**src/rtl/garage_door_ctrl.sv**
```systemverilog
// Garage-door motor controller: limit-switch FSM with press edge detection,
// stop/reverse, obstruction reversal, auto-close, travel timeout and limit fault.
module garage_door_ctrl #(
  parameter int TRAVEL_MAX = 1000,
  parameter int AUTO_CLOSE = 5000,
  parameter int CNT_W      = 16
) (
  input  logic       clk,
  input  logic       rst,
  input  logic       activate,
  input  logic       up_max,
  input  logic       dn_max,
  input  logic       obstruct,
  output logic       up_m,
  output logic       dn_m,
  output logic       fault,
  output logic [2:0] state_o
);

  typedef enum logic [2:0] {
    IDLE    = 3'd0,
    CLOSED  = 3'd1,
    OPENING = 3'd2,
    OPEN    = 3'd3,
    CLOSING = 3'd4,
    STOPPED = 3'd5,
    FAULT   = 3'd6
  } state_t;

  localparam logic [CNT_W-1:0] TRAVEL_LAST = CNT_W'(TRAVEL_MAX - 1);
  localparam logic [CNT_W-1:0] AUTO_LAST   = CNT_W'((AUTO_CLOSE == 0) ? 0 : AUTO_CLOSE - 1);
  localparam logic             AUTO_EN     = (AUTO_CLOSE != 0);

  state_t           state_r, state_s;
  logic             act_d_r;
  logic             last_dir_r, last_dir_s;
  logic [CNT_W-1:0] cnt_r, cnt_s;
  logic             press_s;
  logic             up_m_r, dn_m_r, fault_r;
  logic [2:0]       state_o_r;

  assign press_s = activate & ~act_d_r;

  // Next-state, direction memory and dwell/travel counter.
  always_comb begin
    state_s    = state_r;
    last_dir_s = last_dir_r;
    cnt_s      = '0;
    case (state_r)
      IDLE: begin
        if (dn_max) begin
          state_s = CLOSED;
        end else if (up_max) begin
          state_s = OPEN;
        end else begin
          state_s    = STOPPED;
          last_dir_s = 1'b1;
        end
      end
      CLOSED: begin
        if (press_s) state_s = OPENING;
        else         state_s = CLOSED;
      end
      OPENING: begin
        if (up_max)                    state_s = OPEN;
        else if (press_s)              state_s = STOPPED;
        else if (cnt_r == TRAVEL_LAST) state_s = FAULT;
        else                           state_s = OPENING;
      end
      CLOSING: begin
        if (dn_max)                    state_s = CLOSED;
        else if (obstruct)             state_s = OPENING;
        else if (press_s)              state_s = STOPPED;
        else if (cnt_r == TRAVEL_LAST) state_s = FAULT;
        else                           state_s = CLOSING;
      end
      OPEN: begin
        if (!obstruct && (press_s || (AUTO_EN && cnt_r == AUTO_LAST))) state_s = CLOSING;
        else                                                          state_s = OPEN;
      end
      STOPPED: begin
        if (press_s && !last_dir_r)             state_s = OPENING;
        else if (press_s && !obstruct)          state_s = CLOSING;
        else                                    state_s = STOPPED;
      end
      FAULT:   state_s = FAULT;
      default: state_s = IDLE;
    endcase

    // Both limits active at once means a broken switch; overrides everything.
    if (up_max && dn_max && state_r != FAULT) state_s = FAULT;
    else                                      state_s = state_s;

    if (state_s == OPENING && state_r != OPENING)      last_dir_s = 1'b1;
    else if (state_s == CLOSING && state_r != CLOSING) last_dir_s = 1'b0;
    else                                               last_dir_s = last_dir_s;

    if (state_s != state_r)                                cnt_s = '0;
    else if (state_r == OPENING || state_r == CLOSING)     cnt_s = cnt_r + CNT_W'(1);
    else if (state_r == OPEN)                              cnt_s = obstruct ? '0 : cnt_r + CNT_W'(1);
    else                                                   cnt_s = '0;
  end

  // State, press-edge, counter and registered output decode.
  always_ff @(posedge clk or negedge rst) begin
    if (!rst) begin
      state_r    <= IDLE;
      act_d_r    <= 1'b1;
      last_dir_r <= 1'b0;
      cnt_r      <= '0;
      up_m_r     <= 1'b0;
      dn_m_r     <= 1'b0;
      fault_r    <= 1'b0;
      state_o_r  <= 3'd0;
    end else begin
      state_r    <= state_s;
      act_d_r    <= activate;
      last_dir_r <= last_dir_s;
      cnt_r      <= cnt_s;
      up_m_r     <= (state_s == OPENING);
      dn_m_r     <= (state_s == CLOSING);
      fault_r    <= (state_s == FAULT);
      state_o_r  <= state_s;
    end
  end

  assign up_m    = up_m_r;
  assign dn_m    = dn_m_r;
  assign fault   = fault_r;
  assign state_o = state_o_r;

endmodule

```
**config.mk**
```make
export PLATFORM = sky130hd
export DESIGN_NAME = garage_door_ctrl
export DESIGN_NICKNAME = d
export VERILOG_FILES = /design/src/rtl/garage_door_ctrl.sv
export SDC_FILE = /design/constraint.sdc
export NUM_CORES = 1
export LEC_CHECK = 0
export ABC_AREA = 1
export CORE_UTILIZATION = 30
export CTS_CLUSTER_DIAMETER = 60
export CTS_CLUSTER_SIZE = 24
export DETAILED_ROUTE_END_ITERATION = 10
export DONT_BUFFER_PORTS = 1
export PLACE_DENSITY_LB_ADDON = 0.2
export SKIP_CTS_REPAIR_TIMING = 1
export SYNTH_ARGS = -nofsm -noshare
export SYNTH_HDL_FRONTEND = slang
export SYNTH_SLANG_ARGS = --single-unit
```
**constraint.sdc**
```tcl
create_clock -name clk -period 3.8 [get_ports clk]
set_clock_uncertainty 0.15 [all_clocks]
set_input_delay 0.76 -clock clk [delete_from_list [all_inputs] [get_ports clk]]
set_output_delay 0.76 -clock clk [all_outputs]
set_load 0.01 [all_outputs]
```
# == After elaboration in Yosys (flattened, before gate mapping) ==
# Cells that the tools add are included.
# word_totals
word_cells,65
out_inout_bits,6
regBits,24
input_bits,6
# op_classes
n_reduce_logical,14
muxes,24
n_addsub,1
bitwise,2
n_eq_ne,17
# ops
operator,count
2-to-1 mux 16 bit,4
2-to-1 mux 3 bit,10
one-hot mux 3 bit (7 select lines),1
adder 16 x 1 -> 16 bit (second input constant),1
== test 16 x 10 -> 1 bit (second input constant),1
== test 16 x 13 -> 1 bit (second input constant),1
== test 3 bit (second input constant),5
== test 3 x 2 -> 1 bit (second input constant),3
logical AND 1 bit,7
2-to-1 mux 1 bit,6
2-to-1 mux 2 bit,3
inequality test 3 x 1 -> 1 bit (second input constant),2
inequality test 3 bit (second input constant),2
== test 3 x 1 -> 1 bit (second input constant),1
zero test 3 bit,1
inequality test 3 x 2 -> 1 bit (second input constant),1
inequality test 3 bit,1
AND reduction 3 bit,1
nonzero test 3 bit,1
zero test 1 bit,2
logical OR 1 bit,2
AND 1 bit,1
inverter 1 bit,1

# == Depth between registers and ports, before layout ==
# Gate-level depths: netlist of run 1.
# logic_depth
word_depth,11
ltp_mapped,16
ltp_nobuf,15

# == Worst setup path after synthesis of run 1 ==
# Ideal clock, no wire load.
# synth_path
path_type,input to register
from,in activate
to,reg cnt_r[9]
t_arrival_ps,1946
path_slack_ps,1636
path_stages,16
setup_time_ps,68
required_time_ps,3582
path_buffers,1
cell_sequence,inv_1 nor2_4 nand2_1 nand2_1 nand2_1 nand2_1 nor2_2 nand2_2 nand2_2 nand2_2 nand2_2 inv_2 nor2_4 nand2_4 buf_12 nor2_4
# synth_between
elab_chain_cells,8
elab_cells_between_ends,18
classes_between,1 x eq/ne; 12 x mux; 1 x bitwise; 4 x reduce/logical
# synth_lines
element,line_no,source
start: declaration,10,"input logic activate,"
AND 1 bit *,42,assign press_s = activate & ~act_d_r;
2-to-1 mux 2 bit (tied with other cells),73,else if (press_s) state_s = STOPPED;
2-to-1 mux 3 bit (tied with other cells),72,else if (obstruct) state_s = OPENING;
2-to-1 mux 3 bit (on tied branches),"71, 78, 82",
one-hot mux 3 bit (7 select lines) *,49,case (state_r)
2-to-1 mux 3 bit *,91,if (up_max && dn_max && state_r != FAULT) state_s = FAULT;
inequality test 3 bit *,98,if (state_s != state_r) cnt_s = '0;
2-to-1 mux 16 bit *,98,
net cnt_s[9],37,"logic [CNT_W-1:0] cnt_r, cnt_s;"
end signal: assignment,119,cnt_r <= cnt_s;
end: declaration,37,
# Mark *: on every way through the listed nets, which the timed path passes. The rest lies on a longest branch.
# A chain may end at the register's enable or synchronous reset.

# == Final worst setup path of run 1 ==
# layout_path
from,reg cnt_r[0]
to,reg cnt_r[15]
# layout_between
elab_chain_cells,9
elab_cells_between_ends,20
classes_between,1 x add/sub; 3 x eq/ne; 14 x mux; 2 x reduce/logical
# layout_lines
element,line_no,source
== test 16 x 10 -> 1 bit,"67, 74",
2-to-1 mux 2 bit,74,else if (cnt_r == TRAVEL_LAST) state_s = FAULT;
2-to-1 mux 2 bit,73,
2-to-1 mux 3 bit,72,
2-to-1 mux 3 bit,71,if (dn_max) state_s = CLOSED;
one-hot mux 3 bit (7 select lines),49,
2-to-1 mux 3 bit,91,
inequality test 3 bit,98,
2-to-1 mux 16 bit *,98,
net cnt_s[15],37,
# Marks and branches as above.

==> results of run 1 <==
## cells in the final DEF, fill, tap and decap left out, types with 2 or more instances in the layout
| cell type | n |
|---|---|
| sky130_fd_sc_hd__nand4_1 | 3 |
| sky130_fd_sc_hd__nor2_1 | 30 |
| sky130_fd_sc_hd__inv_1 | 21 |
| sky130_fd_sc_hd__nand3_2 | 7 |
| sky130_fd_sc_hd__clkbuf_8 | 4 |
| sky130_fd_sc_hd__o21ai_0 | 5 |
| sky130_fd_sc_hd__inv_2 | 9 |
| sky130_fd_sc_hd__o21bai_1 | 2 |
| sky130_fd_sc_hd__nand2_2 | 9 |
| sky130_fd_sc_hd__nand3_1 | 27 |
| sky130_fd_sc_hd__dfrtp_1 | 23 |
| sky130_fd_sc_hd__nor2_4 | 14 |
| sky130_fd_sc_hd__nor3_1 | 2 |
| sky130_fd_sc_hd__nor2_2 | 4 |
| sky130_fd_sc_hd__nand2_1 | 58 |
## registers in the layout (all words and copies together) (netlist names)
name,cells
cnt_r,16
state_o,3
act_d_r,1
dn_m,1
fault,1
last_dir_r,1
up_m,1
## power by group
group          switching, mW  internal, mW  total, mW
registers             0.0668         0.294      0.361
logic                  0.429         0.168      0.597
clock network         0.0828        0.0925      0.175
total                  0.579         0.555       1.13
## cell usage after synthesis (all sizes together)
library cell   n  area share (%)
inv           31             7.1
clkbuf         1            0.22
dfstp          1             1.6
nand3b         1            0.45
a21oi          1            0.30
dfrtp         23              34
o211ai         1            0.45
nand2         68              17
ha             1            0.75
o21ai          5             1.5
nor3           2            0.60
nand3         34              12
buf            1             1.2
nand4          4             2.4
a31o           1            0.52
nor2          48              18
xnor2          1            0.52
o21bai         2            0.90
## stage by stage
step,instance area (um2),power (mW)
floorplan,1670,0.888
global route,1790,1.24
global placement,1730,0.973
CTS,1790,1.15
finish,1790,1.13
detailed placement,1730,0.964
## path summary, 6_finish.rpt
path                               start         to  depth (start not counted)
worst max-delay path            cnt_r[0]  cnt_r[15]                         15
worst min-delay path                 rst  cnt_r[14]                          0
worst max register to register  cnt_r[0]  cnt_r[15]                         15
worst min register to register  cnt_r[0]   cnt_r[0]                          3
max in group asynchronous            rst    act_d_r                          0
min in group clk                activate    act_d_r                          0
## layer usage
metal,vias up,wire (um)
li1,718,-
met1,608,1810
met2,23,1460
met3,7,161
met4,0,48
met5,-,0
## area by class of cell
type / count / area share (%)
inverters: 31 / 6.64
well taps: 70 / 4.90
multi-input cells: 169 / 51.7
clock buffers: 4 / 3.08
flip-flops and latches: 24 / 33.6
## worst max-delay path, cell delays in order (launching register included)
cell and delay, ns:
sky130_fd_sc_hd__dfrtp_1 0.39, sky130_fd_sc_hd__ha_1 0.18, sky130_fd_sc_hd__nand2_1 0.08, sky130_fd_sc_hd__inv_2 0.08
sky130_fd_sc_hd__nand2_1 0.06, sky130_fd_sc_hd__nor2_2 0.09, sky130_fd_sc_hd__nand3_1 0.11, sky130_fd_sc_hd__nand3_2 0.13
sky130_fd_sc_hd__nand2_2 0.10, sky130_fd_sc_hd__nand2_2 0.09, sky130_fd_sc_hd__nand2_2 0.05, sky130_fd_sc_hd__nand2_2 0.05
sky130_fd_sc_hd__inv_2 0.04, sky130_fd_sc_hd__nor2_4 0.12, sky130_fd_sc_hd__nand2_4 0.22, sky130_fd_sc_hd__nor2_1 0.16
## logic make-up after synthesis
| logic type | Yosys count |
|---|---|
| compound gates | 10 |
| xor+xnor | 1 |
| fa+ha+maj | 1 |
| buf+inv | 33 |
| flops | 24 |
| simple gates | 157 |
==> Flow_metrics.wiki, run 1 <==
{| class="wikitable"
! Metric !! Value
|-
| Filler cell count in the final layout || around 550
|-
| Top-level I/O count || 12
|-
| Synthesized instance count || 226
|-
| Yosys warns || 0
|-
| Mapped Area || ~1700 um2
|-
| Leakage power figure || 0.820 nW
|-
| Crit path kind || reg2reg
|-
| Synthesized-area fraction occupied by adder cells || 0.749%
|-
| Register Area || roughly 600 um2
|-
| Top Usage Layer GRT || met2
|-
| Combined area of the multi-input logic cells || approximately 930 um2
|-
| Initial Util || between 30% and 40%
|-
| Avg Cell Area, Syn || roughly 7.4 um2
|-
| Final critical delay including setup and external delays || ~2.2 ns
|-
| Non-filler cells, final || around 300
|-
| PortBufs || 0
|-
| Total number of nets in the final design || 236
|-
| Proportion of layout cells with a drive suffix above 1 || 22.8%
|-
| Maximum number of buffers from clock root to sink || 2
|-
| Number of iterations in the first detailed-routing pass || 4
|-
| Maximum number of pins on one net before global-route repair || 25
|-
| Status || finished clean
|-
| Worst slack at placement || 1.39 ns
|-
| Post-synth net total || roughly 230
|-
| Worst Setup End Kind || flop
|-
| Floorplan Core Area || 5240 um2
|-
| Maximum level of the CTS H-tree || 1
|-
| Hold Fails Final Rpt || 0
|-
| Area fraction in compound gates after synthesis || under 10%
|-
| Aggregate negative setup slack || 0 ns
|-
| Root cell of the clock tree || sky130_fd_sc_hd__clkbuf_8
|-
| Total global routing overflow || 0
|-
| Later-pin clock latency in the skew report || 0.27 ns
|-
| Share of cell area taken by muxes after synthesis || 0%
|-
| Clock edge transition at the registers on the reported setup and hold paths || about 0.090 ns
|-
| Minimum setup slack in the final design || ~1.6 ns
|-
| Final count of pins violating max slew || 0
|-
| Post-detailed-route via-to-cell ratio || ~4.6
|-
| CP required || 3.84 ns
|-
| Post-synthesis sequential area ratio || a little over a third
|-
| Tightest slew margin relative to the limit || 55.7%
|-
| Die area || a little under 6000 um2
|-
| Total number of clock tree sinks || 24
|-
| Reg2reg setup slack || between 1.5 and 2 ns
|-
| Register bit total from synthesis || 24
|-
| Max rail drop VDD || approximately 370 uV
|-
| Die outline width || 76.6 um
|-
| Total routed wirelength || between 3000 and 4000 um
|-
| Number of antenna violations at the first check in global routing || 0
|-
| Number of inserted diodes || 0
|-
| TritonCTS clock tree || built
|-
| Cell count after placement || 294
|-
| Data arrival at the endpoint of the critical path || around 2.2 ns
|-
| Min Hold Slack || approximately 0.028 ns
|-
| RD Place Congestion || just under 0.8
|-
| Global-route wire length before repair || a little over 6000 um
|-
| Met3 Track Usage GR || ~2.9%
|-
| Worst setup SP type || flop
|-
| Drt first-iter violations || 51
|-
| Main combinational cell family by area after synthesis || simple AND/OR/NAND/NOR gates
|-
| Wire length per cell || approximately 12 um
|-
| DRC violation count after routing || 0
|-
| Row count || 26
|-
| Xor/xnor share of the synthesized area || 0.524%
|-
| Hold Crit Class || in2async
|-
| TritonCTS buffer count || 3
|-
| Vertical die dimension || between 70 and 80 um
|-
| Count of distinct cell types in the synthesized netlist || 26
|-
| Post-detailed-placement half-perimeter wirelength || around 2600 um
|-
| Unrepaired setup endpoints after global routing || no
|-
| Total routing usage reported by global routing || roughly an eighth
|-
| Crit share post-route || slightly below 60%
|-
| Final setup violation count || 0
|-
| Maximum fanout encountered on the critical timing path || 16
|-
| Post-route antenna net violation count || 0
|-
| Vias in the first global route || about 1300
|-
| Number of vias in the routed layout || 1356
|-
| Basic-gate share of the synthesized area counting and, or, nand and nor cells || 50.5%
|-
| Highest Clock Rate || 455 MHz
|-
| Power per standard cell area || roughly 630 nW/um2
|-
| Max cap viols || 0
|-
| Share of the core filled with cells in the final layout || 34.2%
|-
| Area growth from synthesis to layout || 7.12%
|-
| Met1 Track Usage GR || a little under a fifth
|-
| Met2 routing resource usage after global routing || about 20%
|-
| Slew @ Worst Pin || between 0.6 and 0.7 ns
|}
(Power assumes the default switching activity.)
==> inputs of run 2 (changes only) <==
==> constraint.sdc (replaced) <==
create_clock -name clk -period 2 [get_ports clk]
set_clock_uncertainty 0.15 [all_clocks]
set_input_delay 0.4 -clock clk [delete_from_list [all_inputs] [get_ports clk]]
set_output_delay 0.4 -clock clk [all_outputs]
set_load 0.01 [all_outputs]
==> run 2 against run 1 <==
Against the previous run:
- the run now ends with setup timing left
- maximum frequency up 6.1%
- register-to-register slack worse by 1.7 ns
- clock power grew 93%
- sequential cell count stayed put
- final area increased by 23%
- clock-buffer cell count did not move
- via count is 11% higher
- hold slack better by 0.27 ns
- sequential share of layout area decreased by 6.0 points
- critical path type unchanged
- critical endpoint is now cnt_r[11]
==> Flow_metrics.wiki, run 2 (synthesis gave the netlist of run 1 again) <==
{| class="wikitable"
! Metric !! Value
|-
| Status || finished with violations (was finished clean)
|-
| Failing checks || setup timing
|-
| Maximum fanout encountered on the critical timing path || 8 (was 16)
|-
| Total number of nets in the final design || 270 (was 236)
|-
| Floorplan Core Area || 5240 um2 (unchanged)
|-
| Relative contribution of the clock network to total power || 11.5% (was 15.5%)
|-
| Sequential share of power || 23.1% (was 31.9%)
|-
| Wire length per cell || 12.3 um (was 11.7 um)
|-
| Post-route antenna net violation count || 0 (unchanged)
|-
| Total global routing overflow || 0 (unchanged)
|-
| Net switching power of the design || 1.41 mW (was 0.579 mW)
|-
| Vertical die dimension || 76.6 um (unchanged)
|-
| Combined area of the multi-input logic cells || 1030 um2 (was 926 um2)
|-
| Tightest slew margin relative to the limit || 81.9% (was 55.7%)
|-
| Max rail drop VDD || 1030 uV (was 368 uV)
|-
| Worst Setup End Kind || flop (unchanged)
|-
| Hold Fails Final Rpt || 0 (unchanged)
|-
| Crit path kind || reg2reg (unchanged)
|-
| CP required || 2.06 ns (was 3.84 ns)
|-
| Number of inserted diodes || 0 (unchanged)
|-
| Combinational cell fraction of total power || 65.4% (was 52.7%)
|-
| Final critical delay including setup and external delays || 2.07 ns (was 2.20 ns)
|-
| Total number of clock tree sinks || 24 (unchanged)
|-
| Critical path cell sequence || ha_2 -> nand2_2 -> inv_2 -> nand2_2 -> nor2_4 -> nand3_2 -> nand3_4 -> nand2_4 -> nand2_4 -> nand2_2 -> nand2_2 -> inv_2 -> nor2_4 -> buf_12 -> nand2_8 -> nor2_4 (was ha_1 -> nand2_1 -> inv_2 -> nand2_1 -> nor2_2 -> nand3_1 -> nand3_2 -> nand2_2 -> nand2_2 -> nand2_2 -> nand2_2 -> inv_2 -> nor2_4 -> nand2_4 -> nor2_1)
|-
| Slew @ Worst Pin || 0.270 ns (was 0.662 ns)
|-
| Final non-filler cell area || 2190 um2 (was 1790 um2)
|-
| Register ranked first by flip-flop count || cnt_r (unchanged)
|-
| PortBufs || 0 (unchanged)
|-
| TritonCTS clock tree || built (unchanged)
|-
| Maximum number of buffers from clock root to sink || 2 (unchanged)
|-
| Number of antenna violations at the first check in global routing || 0 (unchanged)
|-
| Worst setup SP type || flop (unchanged)
|-
| Internal power of the cells || 1.54 mW (was 0.555 mW)
|-
| Total routing usage reported by global routing || 13.9% (was 13.2%)
|-
| RD Place Congestion || 0.801 (was 0.775)
|-
| DRC violation count after routing || 0 (unchanged)
|-
| Net switching fraction of the power || 47.8% (was 51.1%)
|-
| Initial Util || 31.9% (unchanged)
|-
| Cell area after placement || 1940 um2 (was 1730 um2)
|-
| Largest register FFs || 16 (unchanged)
|-
| Minimum setup slack in the final design || -0.0697 ns (was 1.60 ns)
|-
| Global-route wire length before repair || 6630 um (was 6240 um)
|-
| Filler cell count in the final layout || 519 (was 545)
|-
| Maximum level of the CTS H-tree || 1 (unchanged)
|-
| Post-detailed-route via-to-cell ratio || 4.53 (was 4.55)
|-
| Area growth from synthesis to layout || 31.3% (was 7.12%)
|-
| Root cell of the clock tree || sky130_fd_sc_hd__clkbuf_8 (unchanged)
|-
| Clock edge transition at the registers on the reported setup and hold paths || 0.09 ns (about the same)
|-
| Die outline width || 76.6 um (unchanged)
|-
| Total routed wirelength || 4100 um (was 3480 um)
|-
| Data arrival at the endpoint of the critical path || 2.13 ns (was 2.24 ns)
|-
| Max cap viols || 0 (unchanged)
|-
| Maximum single-stage delay on the critical path || 0.36 ns (was 0.39 ns)
|-
| Register Area || 606 um2 (was 602 um2)
|-
| Leakage power figure || 0.995 nW (was 0.820 nW)
|-
| Leading cell types in the layout, fill and taps excluded || sky130_fd_sc_hd__nand2_1 (53), sky130_fd_sc_hd__buf_4 (27), sky130_fd_sc_hd__nand3_1 (25), sky130_fd_sc_hd__nor2_1 (24), sky130_fd_sc_hd__inv_1 (21) (was sky130_fd_sc_hd__nand2_1 (58), sky130_fd_sc_hd__nor2_1 (30), sky130_fd_sc_hd__nand3_1 (27), sky130_fd_sc_hd__dfrtp_1 (23), sky130_fd_sc_hd__inv_1 (21))
|-
| Later-pin clock latency in the skew report || 0.27 ns (about the same)
|-
| Top-level I/O count || 12 (unchanged)
|-
| Row count || 26 (unchanged)
|-
| Proportion of layout cells with a drive suffix above 1 || 38.5% (was 22.8%)
|-
| Die area || 5870 um2 (unchanged)
|-
| Final count of pins violating max slew || 0 (unchanged)
|-
| Highest Clock Rate || 483 MHz (was 455 MHz)
|-
| Power per standard cell area || 1340 nW/um2 (was 634 nW/um2)
|-
| Most common cell on crit path || sky130_fd_sc_hd__nand2_2 (unchanged)
|-
| Crit share post-route || 103% (was 57.8%)
|-
| Number of vias in the routed layout || 1505 (was 1356)
|-
| Post-layout total power || 2.94 mW (was 1.13 mW)
|-
| Final setup violation count || 17 (was 0)
|-
| TritonCTS buffer count || 3 (unchanged)
|-
| Hold Crit Class || in2reg (was in2async)
|-
| Drt first-iter violations || 67 (was 51)
|-
| Maximum number of pins on one net before global-route repair || 25 (unchanged)
|-
| Post-detailed-placement half-perimeter wirelength || 2860 um (was 2560 um)
|-
| Vias in the first global route || 1440 (was 1303)
|-
| Min Hold Slack || 0.301 ns (was 0.0280 ns)
|-
| Max stage delay cell, worst path || sky130_fd_sc_hd__dfrtp_1 (unchanged)
|-
| Unrepaired setup endpoints after global routing || yes (was no)
|-
| Most common cell after layout, fill and taps aside || sky130_fd_sc_hd__nand2_1 (unchanged)
|-
| Number of iterations in the first detailed-routing pass || 4 (unchanged)
|}
[run 2: changes by cell type in the layout (fill, tap and decap cells not counted), moves of 3 or more]
cell,delta
sky130_fd_sc_hd__buf_4,+27
sky130_fd_sc_hd__nor2_1,-6
sky130_fd_sc_hd__dfrtp_1,-3
sky130_fd_sc_hd__nand2_1,-5
sky130_fd_sc_hd__nor2_2,+3
sky130_fd_sc_hd__dfrtp_2,+3
sky130_fd_sc_hd__nor2_4,+3
sky130_fd_sc_hd__buf_12,+3
[run 2: final timing paths]
kind / to / start / slack, ns / depth (start not counted)
worst max register to register: cnt_r[11] / cnt_r[1] / -0.07 / 16
worst min-delay path: fault / up_max / 0.30 / 2
min in group asynchronous: cnt_r[14] / rst / 0.41 / 2
worst min register to register: cnt_r[15] / cnt_r[15] / 0.43 / 3
max in group asynchronous: act_d_r / rst / 1.06 / 2
worst max-delay path: cnt_r[11] / cnt_r[1] / -0.07 / 16
[run 2: per-stage QoR]
step	setup WS, ns	setup TNS (ns)	utilization (%)	cells
finish	-0.0697	-0.626	41.9	332
global route	-0.180	-2.56	41.9	332
CTS	-0.138	-1.64	38.1	324
detailed placement	-0.125	-1.42	37.1	320
global placement	-0.0951	-1.10	37.1	320
floorplan	0.0610	0	-	226
[run 2: layer usage]
| layer | vias to the layer above | track usage (%) | part of all wire [%] |
|---|---|---|---|
| li1 | 781 | - | - |
| met1 | 702 | 18.6 | 50 |
| met2 | 18 | 23.5 | 47 |
| met3 | 4 | 2.04 | 2.4 |
| met4 | 0 | 2.88 | 0.61 |
| met5 | - | 0 | 0 |
[run 2: power groups by stage]
stage	clock, mW	combinational, mW	sequential [mW]
after floorplan	0	1.02	0.671
after global placement	0	1.52	0.673
after detailed placement	0	1.51	0.671
after CTS	0.348	1.52	0.666
after global routing	0.369	2.08	0.694
final	0.337	1.92	0.680
[run 2: final cells by class]
class	count	share of cell area, %
sequential	24	27.6
tap	70	3.99
timing repair buffer	33	13.4
inverter	31	5.42
clock buffer	4	2.51
multi-input combinational	170	47.1
[run 2: worst max-delay path, delay by kind of cell, from the launching register on]
kind	cells	cell delay, ns
flip-flops	1	0.36
adder cells (fa/ha/maj)	1	0.19
buffers and inverters	3	0.24
AND/OR/NAND/NOR	12	1.06
